--- src/rtl/ascon_pack.sv ---
// Shared Ascon-128 constants, state type and round helpers.
package ascon_pack;

    typedef logic [63:0] u64_t;

    typedef struct packed {
        u64_t x0;
        u64_t x1;
        u64_t x2;
        u64_t x3;
        u64_t x4;
    } ascon_state_t;

    localparam int   STATE_W       = 320;
    localparam int   ROUND_WIDTH   = 4;
    localparam int   PA_ROUNDS     = 12;
    localparam int   PB_ROUNDS     = 6;
    localparam u64_t ASCON128_IV   = 64'h8040_0c06_0000_0000;
    localparam u64_t PAD_CONST     = 64'h8000_0000_0000_0000;
    localparam u64_t DOM_SEP_CONST = 64'h0000_0000_0000_0001;

    function automatic logic [7:0] RndConst(input logic [ROUND_WIDTH-1:0] r);
        return {4'hf - r, r};
    endfunction

    // Bitsliced 5-bit S-box; v = {x0,x1,x2,x3,x4} of one column.
    function automatic logic [4:0] Sbox(input logic [4:0] v);
        logic a0, a1, a2, a3, a4;
        logic b0, b1, b2, b3, b4;
        a0 = v[4] ^ v[0];
        a1 = v[3];
        a2 = v[2] ^ v[3];
        a3 = v[1];
        a4 = v[0] ^ v[1];
        b0 = a0 ^ (~a1 & a2);
        b1 = a1 ^ (~a2 & a3);
        b2 = a2 ^ (~a3 & a4);
        b3 = a3 ^ (~a4 & a0);
        b4 = a4 ^ (~a0 & a1);
        return {b0 ^ b4, b1 ^ b0, ~b2, b3 ^ b2, b4};
    endfunction

    function automatic u64_t Ror(input u64_t v, input int n);
        return (v >> n) | (v << (64 - n));
    endfunction

endpackage

--- src/rtl/ascon_round.sv ---
// One combinational Ascon permutation round: constant add, S-box layer, linear layer.
module ascon_round
    import ascon_pack::*;
(
    input  logic [STATE_W-1:0]     i_state,
    input  logic [ROUND_WIDTH-1:0] i_rnd,
    output logic [STATE_W-1:0]     o_state
);

    ascon_state_t w_in;
    u64_t         w_c2;
    u64_t         w_s0, w_s1, w_s2, w_s3, w_s4;

    assign w_in = i_state;
    assign w_c2 = w_in.x2 ^ {56'd0, RndConst(i_rnd)};

    for (genvar b = 0; b < 64; b++) begin : g_sbox
        assign {w_s0[b], w_s1[b], w_s2[b], w_s3[b], w_s4[b]} =
            Sbox({w_in.x0[b], w_in.x1[b], w_c2[b], w_in.x3[b], w_in.x4[b]});
    end

    assign o_state = {w_s0 ^ Ror(w_s0, 19) ^ Ror(w_s0, 28),
                      w_s1 ^ Ror(w_s1, 61) ^ Ror(w_s1, 39),
                      w_s2 ^ Ror(w_s2,  1) ^ Ror(w_s2,  6),
                      w_s3 ^ Ror(w_s3, 10) ^ Ror(w_s3, 17),
                      w_s4 ^ Ror(w_s4,  7) ^ Ror(w_s4, 41)};

endmodule

--- src/rtl/ascon_dec_core.sv ---
// Iterative Ascon-128 decryption, one round per clock, whole 8-byte blocks only.
// Define IMT_ASCON_DEC_TAG_OUT_EN to expose the computed tag on tag_o during CMP.
module ascon_dec_core
    import ascon_pack::*;
(
    input  logic         clk,
    input  logic         rst_n,
    input  logic         start_i,
    input  logic         has_ad_i,
    input  logic         has_ct_i,
    input  logic [127:0] key_i,
    input  logic [127:0] nonce_i,
    input  logic [127:0] tag_i,
    input  logic         in_valid_i,
    output logic         in_ready_o,
    input  logic [63:0]  in_data_i,
    input  logic         in_last_i,
    output logic         pt_valid_o,
    output logic [63:0]  pt_o,
    output logic         busy_o,
    output logic         done_o,
    output logic         tag_ok_o
`ifdef IMT_ASCON_DEC_TAG_OUT_EN
    ,
    output logic [127:0] tag_o
`endif
);

    typedef enum logic [3:0] {
        S_IDLE, S_INIT, S_AD_WAIT, S_AD_PERM, S_AD_PAD,
        S_CT_WAIT, S_CT_PERM, S_FINAL, S_CMP
    } state_t;

    localparam logic [ROUND_WIDTH-1:0] RND_PA   = '0;
    localparam logic [ROUND_WIDTH-1:0] RND_PB   = ROUND_WIDTH'(PA_ROUNDS - PB_ROUNDS);
    localparam logic [ROUND_WIDTH-1:0] RND_LAST = ROUND_WIDTH'(PA_ROUNDS - 1);

    state_t                 r_state, w_nstate;
    logic [ROUND_WIDTH-1:0] r_rnd, w_rnd, w_rnd_nxt;
    ascon_state_t           r_x, w_rin, w_rout, w_post;
    logic [127:0]           r_key, r_tag;
    logic [63:0]            r_pt;
    logic                   r_has_ad, r_has_ct, r_last, r_pt_vld, r_tag_ok;
    logic                   w_hs, w_run, w_last_rnd, w_match;

    assign in_ready_o = (r_state == S_AD_WAIT) || (r_state == S_CT_WAIT);
    assign w_hs       = in_ready_o && in_valid_i;
    // A WAIT handshake executes the first pb round in the same cycle.
    assign w_rnd      = in_ready_o ? RND_PB : r_rnd;
    assign w_last_rnd = (w_rnd == RND_LAST);
    assign w_match    = ~|({r_x.x3, r_x.x4} ^ r_tag);

    ascon_round u_round (
        .i_state (w_rin),
        .i_rnd   (w_rnd),
        .o_state (w_rout)
    );

    always_comb begin : p_next
        w_nstate  = r_state;
        w_run     = 1'b0;
        w_rin     = r_x;
        w_rnd_nxt = r_rnd;
        case (r_state)
            S_IDLE: if (start_i) w_nstate = S_INIT;
            S_INIT: begin
                w_run = 1'b1;
                if (w_last_rnd)
                    w_nstate = r_has_ad ? S_AD_WAIT : (r_has_ct ? S_CT_WAIT : S_FINAL);
            end
            S_AD_WAIT: if (w_hs) begin
                w_run    = 1'b1;
                w_rin.x0 = r_x.x0 ^ in_data_i;
                w_nstate = S_AD_PERM;
            end
            S_AD_PERM: begin
                w_run = 1'b1;
                if (w_last_rnd) w_nstate = r_last ? S_AD_PAD : S_AD_WAIT;
            end
            S_AD_PAD: begin
                w_run = 1'b1;
                if (w_rnd == RND_PB) w_rin.x0 = r_x.x0 ^ PAD_CONST;
                if (w_last_rnd) w_nstate = r_has_ct ? S_CT_WAIT : S_FINAL;
            end
            S_CT_WAIT: if (w_hs) begin
                w_run    = 1'b1;
                w_rin.x0 = in_data_i;
                w_nstate = S_CT_PERM;
            end
            S_CT_PERM: begin
                w_run = 1'b1;
                if (w_last_rnd) w_nstate = r_last ? S_FINAL : S_CT_WAIT;
            end
            S_FINAL: begin
                w_run = 1'b1;
                if (w_rnd == RND_PA) begin
                    w_rin.x0 = r_x.x0 ^ PAD_CONST;
                    w_rin.x1 = r_x.x1 ^ r_key[127:64];
                    w_rin.x2 = r_x.x2 ^ r_key[63:0];
                end
                if (w_last_rnd) w_nstate = S_CMP;
            end
            S_CMP:   w_nstate = S_IDLE;
            default: w_nstate = S_IDLE;
        endcase

        if (r_state == S_IDLE)
            w_rnd_nxt = RND_PA;
        else if (w_run) begin
            if (!w_last_rnd)               w_rnd_nxt = w_rnd + ROUND_WIDTH'(1);
            else if (w_nstate == S_FINAL)  w_rnd_nxt = RND_PA;
            else                           w_rnd_nxt = RND_PB;
        end
    end

    always_comb begin : p_post
        w_post = w_rout;
        if (w_last_rnd) begin
            case (r_state)
                S_INIT: begin
                    w_post.x3 = w_rout.x3 ^ r_key[127:64];
                    w_post.x4 = w_rout.x4 ^ r_key[63:0] ^ (r_has_ad ? 64'd0 : DOM_SEP_CONST);
                end
                S_AD_PAD: w_post.x4 = w_rout.x4 ^ DOM_SEP_CONST;
                S_FINAL: begin
                    w_post.x3 = w_rout.x3 ^ r_key[127:64];
                    w_post.x4 = w_rout.x4 ^ r_key[63:0];
                end
                default: ;
            endcase
        end
    end

    always_ff @(posedge clk or negedge rst_n) begin
        if (!rst_n) r_state <= S_IDLE;
        else        r_state <= w_nstate;
    end

    always_ff @(posedge clk or negedge rst_n) begin
        if (!rst_n) begin
            r_rnd    <= '0;
            r_x      <= '0;
            r_key    <= '0;
            r_tag    <= '0;
            r_has_ad <= 1'b0;
            r_has_ct <= 1'b0;
            r_last   <= 1'b0;
            r_pt     <= '0;
            r_pt_vld <= 1'b0;
            r_tag_ok <= 1'b0;
        end else begin
            r_rnd    <= w_rnd_nxt;
            r_pt_vld <= 1'b0;
            if (w_run) r_x <= w_post;
            if (r_state == S_IDLE && start_i) begin
                r_x      <= {ASCON128_IV, key_i, nonce_i};
                r_key    <= key_i;
                r_tag    <= tag_i;
                r_has_ad <= has_ad_i;
                r_has_ct <= has_ct_i;
                r_tag_ok <= 1'b0;
            end
            if (w_hs) r_last <= in_last_i;
            if (r_state == S_CT_WAIT && w_hs) begin
                r_pt     <= r_x.x0 ^ in_data_i;
                r_pt_vld <= 1'b1;
            end
            if (r_state == S_CMP) r_tag_ok <= w_match;
        end
    end

    assign busy_o     = (r_state != S_IDLE);
    assign done_o     = (r_state == S_CMP);
    assign tag_ok_o   = done_o ? w_match : r_tag_ok;
    assign pt_o       = r_pt;
    assign pt_valid_o = r_pt_vld;

`ifdef IMT_ASCON_DEC_TAG_OUT_EN
    assign tag_o = done_o ? {r_x.x3, r_x.x4} : 128'd0;
`endif

endmodule

--- config.mk ---
export PLATFORM = sky130hd
export DESIGN_NAME = ascon_dec_core
export DESIGN_NICKNAME = d
export VERILOG_FILES = /design/src/rtl/ascon_pack.sv /design/src/rtl/ascon_round.sv /design/src/rtl/ascon_dec_core.sv
export SDC_FILE = /design/constraint.sdc
export NUM_CORES = 2
export LEC_CHECK = 0
export ABC_AREA = 1
export ABC_CLOCK_PERIOD_IN_PS = 9900
export BUFFER_PORTS_ARGS = -buffer_cell sky130_fd_sc_hd__buf_2
export CAP_MARGIN = 40
export CORE_AREA = 2 2 494 373
export CTS_CLUSTER_DIAMETER = 100
export CTS_CLUSTER_SIZE = 20
export DETAILED_ROUTE_END_ITERATION = 8
export DIE_AREA = 0 0 496 375
export GPL_TIMING_DRIVEN = 0
export PLACE_DENSITY = 0.46
export SETUP_SLACK_MARGIN = 0.02
export SYNTH_ARGS = -nofsm -noshare
export SYNTH_HDL_FRONTEND = slang
export SYNTH_SLANG_ARGS = --single-unit
--- constraint.sdc ---
create_clock -name clk -period 9.9 [get_ports clk]
set_clock_uncertainty 0.15 [all_clocks]
set_input_delay 1.98 -clock clk [delete_from_list [all_inputs] [get_ports clk]]
set_output_delay 1.98 -clock clk [all_outputs]
set_load 0.05 [all_outputs]
# After elaboration in Yosys (flattened, before gate mapping)
# Cells that the tools add are included.
# word_totals
out_inout_bits,69
input_bits,455
word_cells,1517
ff_bits,653
# op_classes
n_reduce_logical,15
eq_ne,11
mux,36
n_addsub,2
bitwise,1438
# ops
cell,n
bitwise XOR 64 bit,15
bitwise XOR 1 bit,704
2-to-1 mux 320 bit,2
inverter 1 bit,386
bitwise AND 1 bit,320
2-to-1 mux 128 bit,2
2-to-1 mux 64 bit,4
case mux 64 bit (4 select lines),1
2-to-1 mux 192 bit,1
case mux 64 bit (3 select lines),1
OR reduction 128 bit,1
bitwise XOR 128 bit,1
OR 23 x 64 -> 64 bit,1
OR 25 x 64 -> 64 bit,1
OR 3 x 64 -> 64 bit,1
OR 36 x 64 -> 64 bit,1
OR 45 x 64 -> 64 bit,1
OR 47 x 64 -> 64 bit,1
OR 54 x 64 -> 64 bit,1
OR 57 x 64 -> 64 bit,1
OR 58 x 64 -> 64 bit,1
OR 63 x 64 -> 64 bit,1
bitwise XOR 64 x 1 -> 64 bit,1
bitwise XOR 64 x 8 -> 64 bit,1
other kinds (20),52

# Longest topological paths before layout
# logic_depth
ltp_word,19
depth_mapped,26
ltp_nobuf,24

# By module
# Synthesis repeated with hierarchy kept, for this count alone.
# hier_totals
hier_cells,8951
area_unflattened_um2,56307.8
# by_module_without_submodules
mod,seq_area_each_um2,instances,area_each_um2,cells_each
ascon_dec_core,16340.7,1,34899.7,4729
ascon_round,0.0,1,21408.0,4222

# Worst setup path after synthesis
# Ideal clock, no wire load.
# synth_path
path_kind,register to output
start,register r_state[0]
end,output port tag_ok_o
arrival_ns,2.420
setup_slack_ns,5.350
path_stages_with_launch,7
n_path_buf,1
t_required_ns,7.770
path_cell_list,dfrtp_1 > buf_4 > nor2_1 > inv_1 > nor3_1 > nand3_1 > nand2_1
# synth_via
elab_chain_len,2
# synth_lines
item,line_no,source
from (decl),ascon_dec_core.sv:38,"state_t r_state, w_nstate;"
from (signal assigned),ascon_dec_core.sv:136,else r_state <= w_nstate;
== test 4 bit,ascon_dec_core.sv:173,assign done_o = (r_state == S_CMP);
named net done_o,ascon_dec_core.sv:21,"output logic done_o,"
2-to-1 mux 1 bit,ascon_dec_core.sv:174,assign tag_ok_o = done_o ? w_match : r_tag_ok;
to (decl),ascon_dec_core.sv:22,output logic tag_ok_o
# The timed path passes the listed nets, and every way through them passes these cells.

# Worst setup path in the final report
# layout_path
start,register r_state[2]
end,register r_x[110] (netlist name)
# layout_via
elab_chain_len,18
word_cells_on_any_way,55
classes_between,eq/ne: 9; mux: 13; bitwise: 24; reduce/logical: 9
# layout_lines
item,line_no,source
branches (longest 18 deep; another with 2-to-1 mux 64 bit),-,
to (signal assigned),ascon_dec_core.sv:154,if (w_run) r_x <= w_post;
to (signal assigned),ascon_dec_core.sv:156,"r_x <= {ASCON128_IV, key_i, nonce_i};"
to (decl),ascon_dec_core.sv:40,"ascon_state_t r_x, w_rin, w_rout, w_post;"
# Several ways; the timed one is not identified. The select of a mux whose other input is x is not followed.
# A chain may end at the register's enable or synchronous reset.

==> impl_metrics.csv <==
group,metric,value,unit
run_status,status,"finished, final reports clean",
synth,synth-warning-count,0,
sta,timing.slew.headroom,27.7,%
cells_and_area,final_cell_count_without_fillers,11400,
cells_and_area,drive_above_1_share,13.1,%
sta,finalMaxSlewViolations,0,
setup_path,critical_path_required,10.38,ns
routing,initialDrtViolationCount,10600,
routing,route.detailed.wl_per_inst,38.7,microns
die,std_cell_rows,136,
cells_and_area,fill_cells,19900,
synth,synth_top_area_cell,"dfrtp_1",
global_route,antenna_found_initial,63,
global_route,grt_use_met2,60.1,%
global_route,wire_length_of_the_first_global_routing_pass,558000,microns
die,fp.coreArea,182000,sq um
placed_design,routabilityCongestion,1.09,
synth,synth_edf_count,0,
setup_path,critical_path.startpoint_type,"register",
routing,vias_per_cell,5.62,
sta,totalNegativeSetupSlack,0,ns
job,timing.max_cap.violations,0,
sta,period_needed,8.57,ns
placed_design,portBuffers,523,
routing,drc,0,
global_route,globalRouteTotalUtil,46.1,%
sta,timing.fmax,0.117,GHz
die,starting_utilization_of_the_core_area,29.7,%
setup_path,crit_type,"reg -> reg",
synth,yosys_most_used_dff,"dfrtp_1",
routing,wirelength,443000,microns
synth,synth_cells,8107,
synth,post_synth_instance_area,54000,sq um
cells_and_area,layout_commonest_cell,"nand2_1",
global_route,globalRouteMet1Util,65.9,%
cts,cts_resized,0,
die,floorplan.io_pins,524,
die,fp.dieArea,186000,sq um
sta,unrepaired_setup_endpoints_after_global_routing,"false",
synth,ys_ff_latch,653,
setup_path,crit_fanout,10,
sta,fin_crit_sh,86.6,%
sta,hold_violations,0,
routing,final_antenna_net_count,0,
placed_design,detailed_placer_s_ending_hpwl,383000,microns
cells_and_area,multiInputGateArea,33700,sq um
cts,tritoncts_num_sinks,653,
cts,cts_tree,"built",
setup_path,reg2reg_slack,1.33,ns
hold_path,hold_path_class,"reg -> reg",
synth,syn_area_per_cell,6.66,sq um
global_route,grt-busiest-layer,"met1",
synth,distinct_cells_synth,45,
die,dieHeight,375,microns
synth,synth-async-reset-ratio,100,%
cells_and_area,num-nets-final,9556,
cells_and_area,final-seq-area,16300,sq um
synth,synth.net_count,8691,
global_route,m3_gr_usage,15.3,%
global_route,pin_count_of_the_biggest_net_entering_global_routing,102,
synth,seq_total_area_yosys,30.2,%
synth,synthDominantCellAreaShare,30.2,%
setup_path,timing.critical_path.arrival,9.06,ns
cts,cts_h_tree_depth,2,
cts,cts_buffer_depth,3,
global_route,grt_pass1_vias,56300,
cts,insertion_delay,0.74,ns
cts,holdBufCountCts,0,
cells_and_area,final_cell_mix,"3,329 x nand2_1, 821 x inv_1, 756 x nand3_1, 653 x dfrtp_1, 554 x buf_2",
setup_path,setup.worst_path.end_class,"register",
cts,cts-root-buf,"clkbuf_16",
cts,post_cts.repair.setup_buffers,0,
routing,dr_total_vias,64300,
cts,cts_inserted_buffers,46,
sta,setup_viol,0,
synth,yosys-top-cells-area,"dfrtp_1 30%, nand2_1 23%, xor2_1 8.2%",
cells_and_area,syn2layout_area_growth,20.7,%
global_route,total_congestion_overflow_after_global_routing,0,
placed_design,place_inst,11300,
cts,clk_transition_reported_paths,0.10,ns
die,fp.dieW,496,microns
routing,drt_first_pass_iters,9,
sta,tightestPinTransition,1.08,ns
[path summary, 6_finish.rpt]
check	startpoint	end	cells past startpoint
setup / recovery	r_state[2]	r_x[110]	22
hold / removal	pt_o[0]	pt_o[0]	2
setup reg to reg	r_state[2]	r_x[110]	22
hold reg to reg	pt_o[0]	pt_o[0]	2
max in group asynchronous	rst_n	r_tag[92]	4
min in group asynchronous	rst_n	pt_o[63]	1
[sequential cells by signal, summed over array words and instances, names as in the netlist]
| name | count |
|---|---|
| r_tag_ok | 1 |
| pt_valid_o | 1 |
| r_has_ad | 1 |
| r_last | 1 |
| r_x | 320 |
| pt_o | 64 |
| r_rnd | 4 |
| r_has_ct | 1 |
| r_key | 128 |
| r_state | 4 |
| r_tag | 128 |
[cells in the mapped netlist, types with 4 or more instances]
cell / count
a21o_1: 7
a21oi_1: 148
buf_1: 26
buf_2: 21
buf_4: 6
buf_6: 4
clkbuf_1: 182
dfrtp_1: 653
ha_1: 129
inv_1: 821
inv_2: 19
nand2_1: 3329
nand2_2: 31
nand3_1: 756
nand3b_1: 6
nand4_1: 79
nor2_1: 234
nor2_2: 4
nor3_1: 4
nor4_1: 14
o211ai_1: 72
o21ai_0: 507
o21ai_1: 65
o21bai_1: 46
o22ai_1: 31
or2_1: 7
or2_2: 14
xnor2_1: 249
xnor2_2: 19
xor2_1: 503
xor2_2: 69
xor2_4: 31
[worst max-delay path, cell delays in order (launching register included)]
cell and delay (ns):
dfrtp_1 0.47, nor2_1 0.29, nand2_4 0.19, nand3_2 0.28, nor2_1 0.10, buf_4 0.21, nand2_1 0.31, buf_2 0.67
buf_1 0.58, buf_8 0.26, buf_1 0.57, buf_8 0.26, nor2_1 0.08, xor2_1 0.61, ha_1 0.38, xor2_1 0.51
buf_4 0.30, xnor2_1 0.19, buf_4 0.25, nand3_1 0.45, nand4_1 0.26, nand3_1 0.72, o211ai_1 0.33
[routing by layer]
metal / part of all wire, % / wire [microns]
met5: 0.037 / 163
met4: 6.3 / 27900
met3: 13 / 57300
met2: 37 / 165000
met1: 43 / 192000
[layout make-up]
cell class                      count  share of cell area [%]
Inverter                          841                    4.84
Sequential cell                   653                    25.0
Buffer                            239                    1.56
Timing Repair Buffer              817                    9.74
Antenna cell                       31                   0.119
Multi-Input combinational cell   6374                    51.7
Clock buffer                       53                    1.92
Clock inverter                     21                   0.422
Tap cell                         2415                    4.63
[through the flow]
stage	cell area (sq um)	worst slack, ns	utilization [%]	hold WS, ns
after floorplan	54000	5.35	-	0.293
after global placement	59700	-9.64	32.8	0.304
after detailed placement	63600	1.86	35.0	0.309
final	65200	1.33	35.9	0.325
after global routing	65200	1.67	35.9	0.361
after CTS	65100	1.83	35.8	0.330
[cell families (layout without fill, tap and decap cells)]
logic type      after synthesis  in the layout  synth area share (%)
fa+ha+maj                   129            129                  2.99
simple gates               4490           4490                  33.8
xor+xnor                    871            871                  16.4
compound gates              884            884                  8.89
other cells                   0             31                     0
flops                       653            653                  30.2
buf+inv                    1080           1971                  7.65
Power is not shown: default switching activity piles up to over one toggle a cycle in this logic, so the estimate is an artifact.
